### src/rtl/calc_disp_pkg.sv
// Shared types and constants for the digit display path.
package calc_disp_pkg;

  typedef enum logic [1:0] {
    IDLE,
    SHIFT,
    FINISH
  } state_t;

  localparam int   NDIG_DEF = 5;
  localparam logic MODE_DEC = 1'b0;
  localparam logic MODE_HEX = 1'b1;
  localparam int   ITER_DEC = 16;

endpackage

### src/rtl/bcd_add3.sv
// Double-dabble nibble correction: a BCD digit of 5 or more gets +3 before the shift.
module bcd_add3 (
  input  logic [3:0] din,
  output logic [3:0] dout
);

  assign dout = (din >= 4'd5) ? din + 4'd3 : din;

endmodule

### src/rtl/bank_to_digits.sv
// Splits a 16-bit word into display digits (decimal via double-dabble, or hex nibbles).
// BANK_TO_DIGITS_SIGNED_EN treats decimal input as two's complement and drives neg.
module bank_to_digits
  import calc_disp_pkg::*;
#(
  parameter int WIDTH = 16,
  parameter int NDIG  = NDIG_DEF
) (
  input  logic              clk,
  input  logic              rst,
  input  logic              start,
  input  logic              mode,
  input  logic [WIDTH-1:0]  value,
  output logic              busy,
  output logic              done,
  output logic [4*NDIG-1:0] digits,
  output logic [NDIG-1:0]   digit_en,
  output logic              neg
);

  localparam int CNTW = $clog2(ITER_DEC);

  state_t            state_q, state_d;
  logic [WIDTH-1:0]  bin_q;
  logic [4*NDIG-1:0] bcd_q;
  logic [4*NDIG-1:0] bcd_adj;
  logic [CNTW-1:0]   cnt_q;
  logic              mode_q;
  logic              neg_pend_q;
  logic              busy_q;
  logic              done_q;
  logic [4*NDIG-1:0] digits_q;
  logic [NDIG-1:0]   en_q;
  logic              neg_q;

  logic              cap_neg;
  logic [WIDTH-1:0]  cap_bin;
  logic [4*NDIG-1:0] result;
  logic [NDIG-1:0]   blank;

`ifdef BANK_TO_DIGITS_SIGNED_EN
  // Two's-complement negation wraps 0x8000 onto itself, which read unsigned is 32768.
  assign cap_neg = (mode == MODE_DEC) && value[WIDTH-1];
  assign cap_bin = cap_neg ? (~value + 1'b1) : value;
`else
  assign cap_neg = 1'b0;
  assign cap_bin = value;
`endif

  for (genvar g = 0; g < NDIG; g++) begin : g_add3
    bcd_add3 u_add3 (
      .din  (bcd_q[4*g +: 4]),
      .dout (bcd_adj[4*g +: 4])
    );
  end

  assign result = (mode_q == MODE_HEX) ? {{(4*NDIG-WIDTH){1'b0}}, bin_q} : bcd_q;

  always_comb begin
    logic seen;
    seen  = 1'b0;
    blank = '0;
    for (int i = NDIG - 1; i >= 1; i--) begin
      seen     = seen | (|result[4*i +: 4]);
      blank[i] = seen;
    end
    blank[0] = 1'b1;
  end

  always_ff @(posedge clk or posedge rst) begin
    if (rst) state_q <= IDLE;
    else     state_q <= state_d;
  end

  // FINISH spends one cycle publishing results (done high) and one retiring to IDLE.
  always_comb begin
    state_d = state_q;
    case (state_q)
      IDLE:    if (start) state_d = (mode == MODE_HEX) ? FINISH : SHIFT;
      SHIFT:   if (cnt_q == CNTW'(ITER_DEC - 1)) state_d = FINISH;
      FINISH:  if (done_q) state_d = IDLE;
      default: state_d = IDLE;
    endcase
  end

  always_ff @(posedge clk or posedge rst) begin
    if (rst) begin
      bin_q      <= '0;
      bcd_q      <= '0;
      cnt_q      <= '0;
      mode_q     <= MODE_DEC;
      neg_pend_q <= 1'b0;
      busy_q     <= 1'b0;
      done_q     <= 1'b0;
      digits_q   <= '0;
      en_q       <= '0;
      neg_q      <= 1'b0;
    end else begin
      case (state_q)
        IDLE: begin
          if (start) begin
            bin_q      <= cap_bin;
            bcd_q      <= '0;
            cnt_q      <= '0;
            mode_q     <= mode;
            neg_pend_q <= cap_neg;
            busy_q     <= 1'b1;
          end
        end
        SHIFT: begin
          {bcd_q, bin_q} <= {bcd_adj[4*NDIG-2:0], bin_q, 1'b0};
          cnt_q          <= cnt_q + 1'b1;
        end
        FINISH: begin
          if (!done_q) begin
            digits_q <= result;
            en_q     <= blank;
            neg_q    <= neg_pend_q;
            done_q   <= 1'b1;
          end else begin
            done_q <= 1'b0;
            busy_q <= 1'b0;
          end
        end
        default: ;
      endcase
    end
  end

  assign busy     = busy_q;
  assign done     = done_q;
  assign digits   = digits_q;
  assign digit_en = en_q;
  assign neg      = neg_q;

endmodule

### config.mk
export PLATFORM = sky130hd
export DESIGN_NAME = bank_to_digits
export DESIGN_NICKNAME = d
export VERILOG_FILES = /design/src/rtl/calc_disp_pkg.sv /design/src/rtl/bcd_add3.sv /design/src/rtl/bank_to_digits.sv
export SDC_FILE = /design/constraint.sdc
export NUM_CORES = 1
export LEC_CHECK = 0
export BUFFER_PORTS_ARGS = -buffer_cell sky130_fd_sc_hd__buf_2
export CAP_MARGIN = 20
export CORE_MARGIN = 10
export CORE_UTILIZATION = 50
export CTS_CLUSTER_SIZE = 20
export DETAILED_ROUTE_END_ITERATION = 12
export PLACE_DENSITY_LB_ADDON = 0.1
export REMOVE_ABC_BUFFERS = 1
export SKIP_LAST_GASP = 1
export SLEW_MARGIN = 20
export SYNTH_ARGS = -nofsm -noshare
export SYNTH_HDL_FRONTEND = slang
export SYNTH_SLANG_ARGS = --single-unit
### constraint.sdc
create_clock -name clk -period 4.2 [get_ports clk]
set_input_delay 0.21 -clock clk [delete_from_list [all_inputs] [get_ports clk]]
set_output_delay 0.21 -clock clk [all_outputs]
set_load 0.02 [all_outputs]
==> flow_summary.yaml <==
status:
  status: "finished clean"
global_route:
  grt_first_pass_wirelength_um: 13000
  grt_pass1_vias: 2665
  grtUsageTotal: 0.157
  grt_max_degree: 43
  antenna_found_initial: 0
  grt_overflow_total: 0
logic_synthesis:
  synthArstFlopShare: 1.00
  synth-edff-count: 0
  synth_area_mm2: 0.00342
  post-synth-top-area-cell: "dfrtp_1"
  ys_top_cells_by_count: "dfrtp_1 (70), nand2_1 (69), o21ai_0 (40)"
  yosysMostFrequentCell: "dfrtp_1"
  yosysWarningCount: 0
  synth-seq-cells: 70
  synth_flop_cell: "dfrtp_1"
  synth.distinct_cells: 35
  synth_top_area_frac: 0.512
  synthTopCellsByArea: "dfrtp_1 (51%), nand2_1 (7.6%), o21ai_0 (5.9%)"
  syn_avg_cell_area_um2: 9.69
  syn_inst: 353
  ys_seq_area_frac: 0.512
clock_tree:
  cts_htree_levels: 3
  cts_made_buffers: 9
  cts_root_buffer: "clkbuf_8"
  cts_tree: "built"
  ctsLongestPathBuffers: 2
  clk_pin_slew_ps: 70
  post_cts_resized: 0
  clkLatencyLatePin_ps: 350
  cts_setup_buffers: 0
  cts_sinks: 70
  hold_buffers: 0
sta:
  hold_viol: 0
  setup_ws_ps: 2270
  rsz0062_at_grt: "false"
  setup_tns_ps: 0
  maxSlewViolCount: 0
  finalClockSkew_ps: 5.94
  slew_headroom: 0.412
  clock.fmax_mhz: 519
  worst-slew-pin-transition_ps: 881
  period_minus_slack_ps: 1930
  setup_violations: 0
  finalCritPeriodShare: 0.459
placed_design:
  placed_area_mm2: 0.00369
  place_congestion: 0.827
  dp_hpwl_um: 5420
  dpl_worst_slack_ps: 2260
  numPlacedInstances: 464
  port-buffer-count: 46
worst_setup_path:
  worst-path-max-fanout: 26
  critPathKind: "reg2reg"
  worstPathArrival_ps: 2140
  timing.rr.start: "state_q[0]$_DFFE_PP0P_"
  worstSetupStartpoint: "state_q[0]$_DFFE_PP0P_"
  cp_data_required_time_ps: 4410
  end_kind: "flop"
  critPathLaunchType: "flop"
cells_and_area:
  fin_cells: 480
  drive_above_1_share: 0.190
  n_antenna_cell: 0
  nets: 426
  fin_area_mm2: 0.00393
  areaGrowthSynthToFinish_pct: 14.8
routing:
  vias: 2656
  drtIter0Drc: 116
  drtAntennaViolNets: 0
  viasPerCell: 5.53
  drcViolationCount: 0
  wl_um: 7900
  detail_route.wl_per_cell_um: 16.5
  dr.pass1.iters: 4
power_and_ir_drop:
  p_switching_mw: 1.37
  power.density_mw_per_mm2: 820
  p_int_mw: 1.85
  power_mw: 3.22
  p_clk_frac: 0.198
  p_leak_nw: 1.89
  switching_share: 0.425
  p_comb_frac: 0.420
  p_seq_frac: 0.382
  ir_worst_vdd_uv: 295
die:
  start_util: 0.509
  die_h_um: 103
  core_area_mm2: 0.00672
  die-area_mm2: 0.0106
  pin_count: 48
  rows: 30
  die_w_um: 103
min_path:
  hold_class: "in2async"
run:
  drv_cap: 0
flip-flops by register name (all words and copies together) (netlist names):
name and cells:
digit_en 5, done 1, state_q 2, bcd_q 20, bin_q 16, digits 20
mode_q 1, busy 1, cnt_q 4
routing by layer:
| layer | share of wire | wire [µm] | GRT usage | vias up |
|---|---|---|---|---|
| met5 | 0 | 0 | 0 | - |
| met1 | 0.47 | 3680 | 0.209 | 1261 |
| met3 | 0.065 | 510 | 0.0409 | 8 |
| met4 | 0.012 | 95 | 0.0738 | 0 |
| met2 | 0.46 | 3620 | 0.233 | 72 |
| li1 | - | - | - | 1315 |
worst max-delay path, stage by stage, from the launching register on:
cell and delay, ps:
dfrtp_1 440, inv_1 110, nand3_1 540, buf_4 450, nor2_1 160, a31oi_1 90
path summary, 6_finish.rpt:
kind                                                end  cells after the start  slack, ps
worst max-delay path            digit_en[1]$_DFFE_PP0P_                      5       2270
worst min-delay path             digits[10]$_DFFE_PP0P_                      2         40
worst max register to register  digit_en[1]$_DFFE_PP0P_                      5       2270
worst min register to register  digit_en[0]$_DFFE_PP0P_                      1        460
max in group asynchronous         digits[2]$_DFFE_PP0P_                      3       3220
min in group clk                   bin_q[0]$_DFFE_PP0P_                      3         60
cells by family (layout without fill, tap and decap cells):
group,Yosys count,in the layout,share of synthesized area
AND/OR/NAND/NOR,122,122,0.164
AO/OA/AOI/OAI,87,87,0.155
flip-flops,70,70,0.512
buffers and inverters,34,81,0.0465
multiplexers,22,22,0.0658
adder cells (fa/ha/maj),11,11,0.0402
XOR/XNOR,6,6,0.0154
other,1,1,0.00110
metrics by stage:
| step | hold WS (ps) | utilization |
|---|---|---|
| after floorplan | 315 | - |
| after global placement | 414 | 0.550 |
| after detailed placement | 419 | 0.550 |
| after CTS | 52.0 | 0.585 |
| after global routing | 65.9 | 0.585 |
| final | 44.8 | 0.585 |
power by group through the flow:
stage | combinational, mW | sequential (mW) | clock [mW]
after floorplan | 0.819 | 1.32 | 0
after global placement | 1.34 | 1.23 | 0
after detailed placement | 1.37 | 1.24 | 0
after CTS | 1.37 | 1.23 | 0.644
after global routing | 1.53 | 1.28 | 0.673
final | 1.35 | 1.23 | 0.636
cell type report:
class / instances / area, µm²
Sequential cell: 70 / 1750
Fill cell: 603 / 2790
Inverter: 13 / 48.8
Clock inverter: 3 / 65.1
Multi-Input combinational cell: 249 / 1520
Tap cell: 80 / 100
Clock buffer: 13 / 169
Timing Repair Buffer: 52 / 275
cells in the final DEF, fill, tap and decap left out, types with 3 or more instances in the layout:
master,Yosys,routed
mux2i_1,18,18
buf_4,3,6
clkbuf_8,0,12
nor2_1,9,9
nor4_1,4,4
nand2b_1,10,10
inv_1,13,12
dfrtp_1,70,70
nand3_1,16,16
mux2_2,4,4
o21ai_0,40,40
buf_2,16,46
o31ai_1,9,9
a32o_1,5,5
a22oi_1,17,17
ha_1,11,11
a21oi_1,11,11
nand2_1,69,69
xnor2_1,5,5
nor3b_1,4,3
Note: power is estimated with default switching activity, not from simulation.
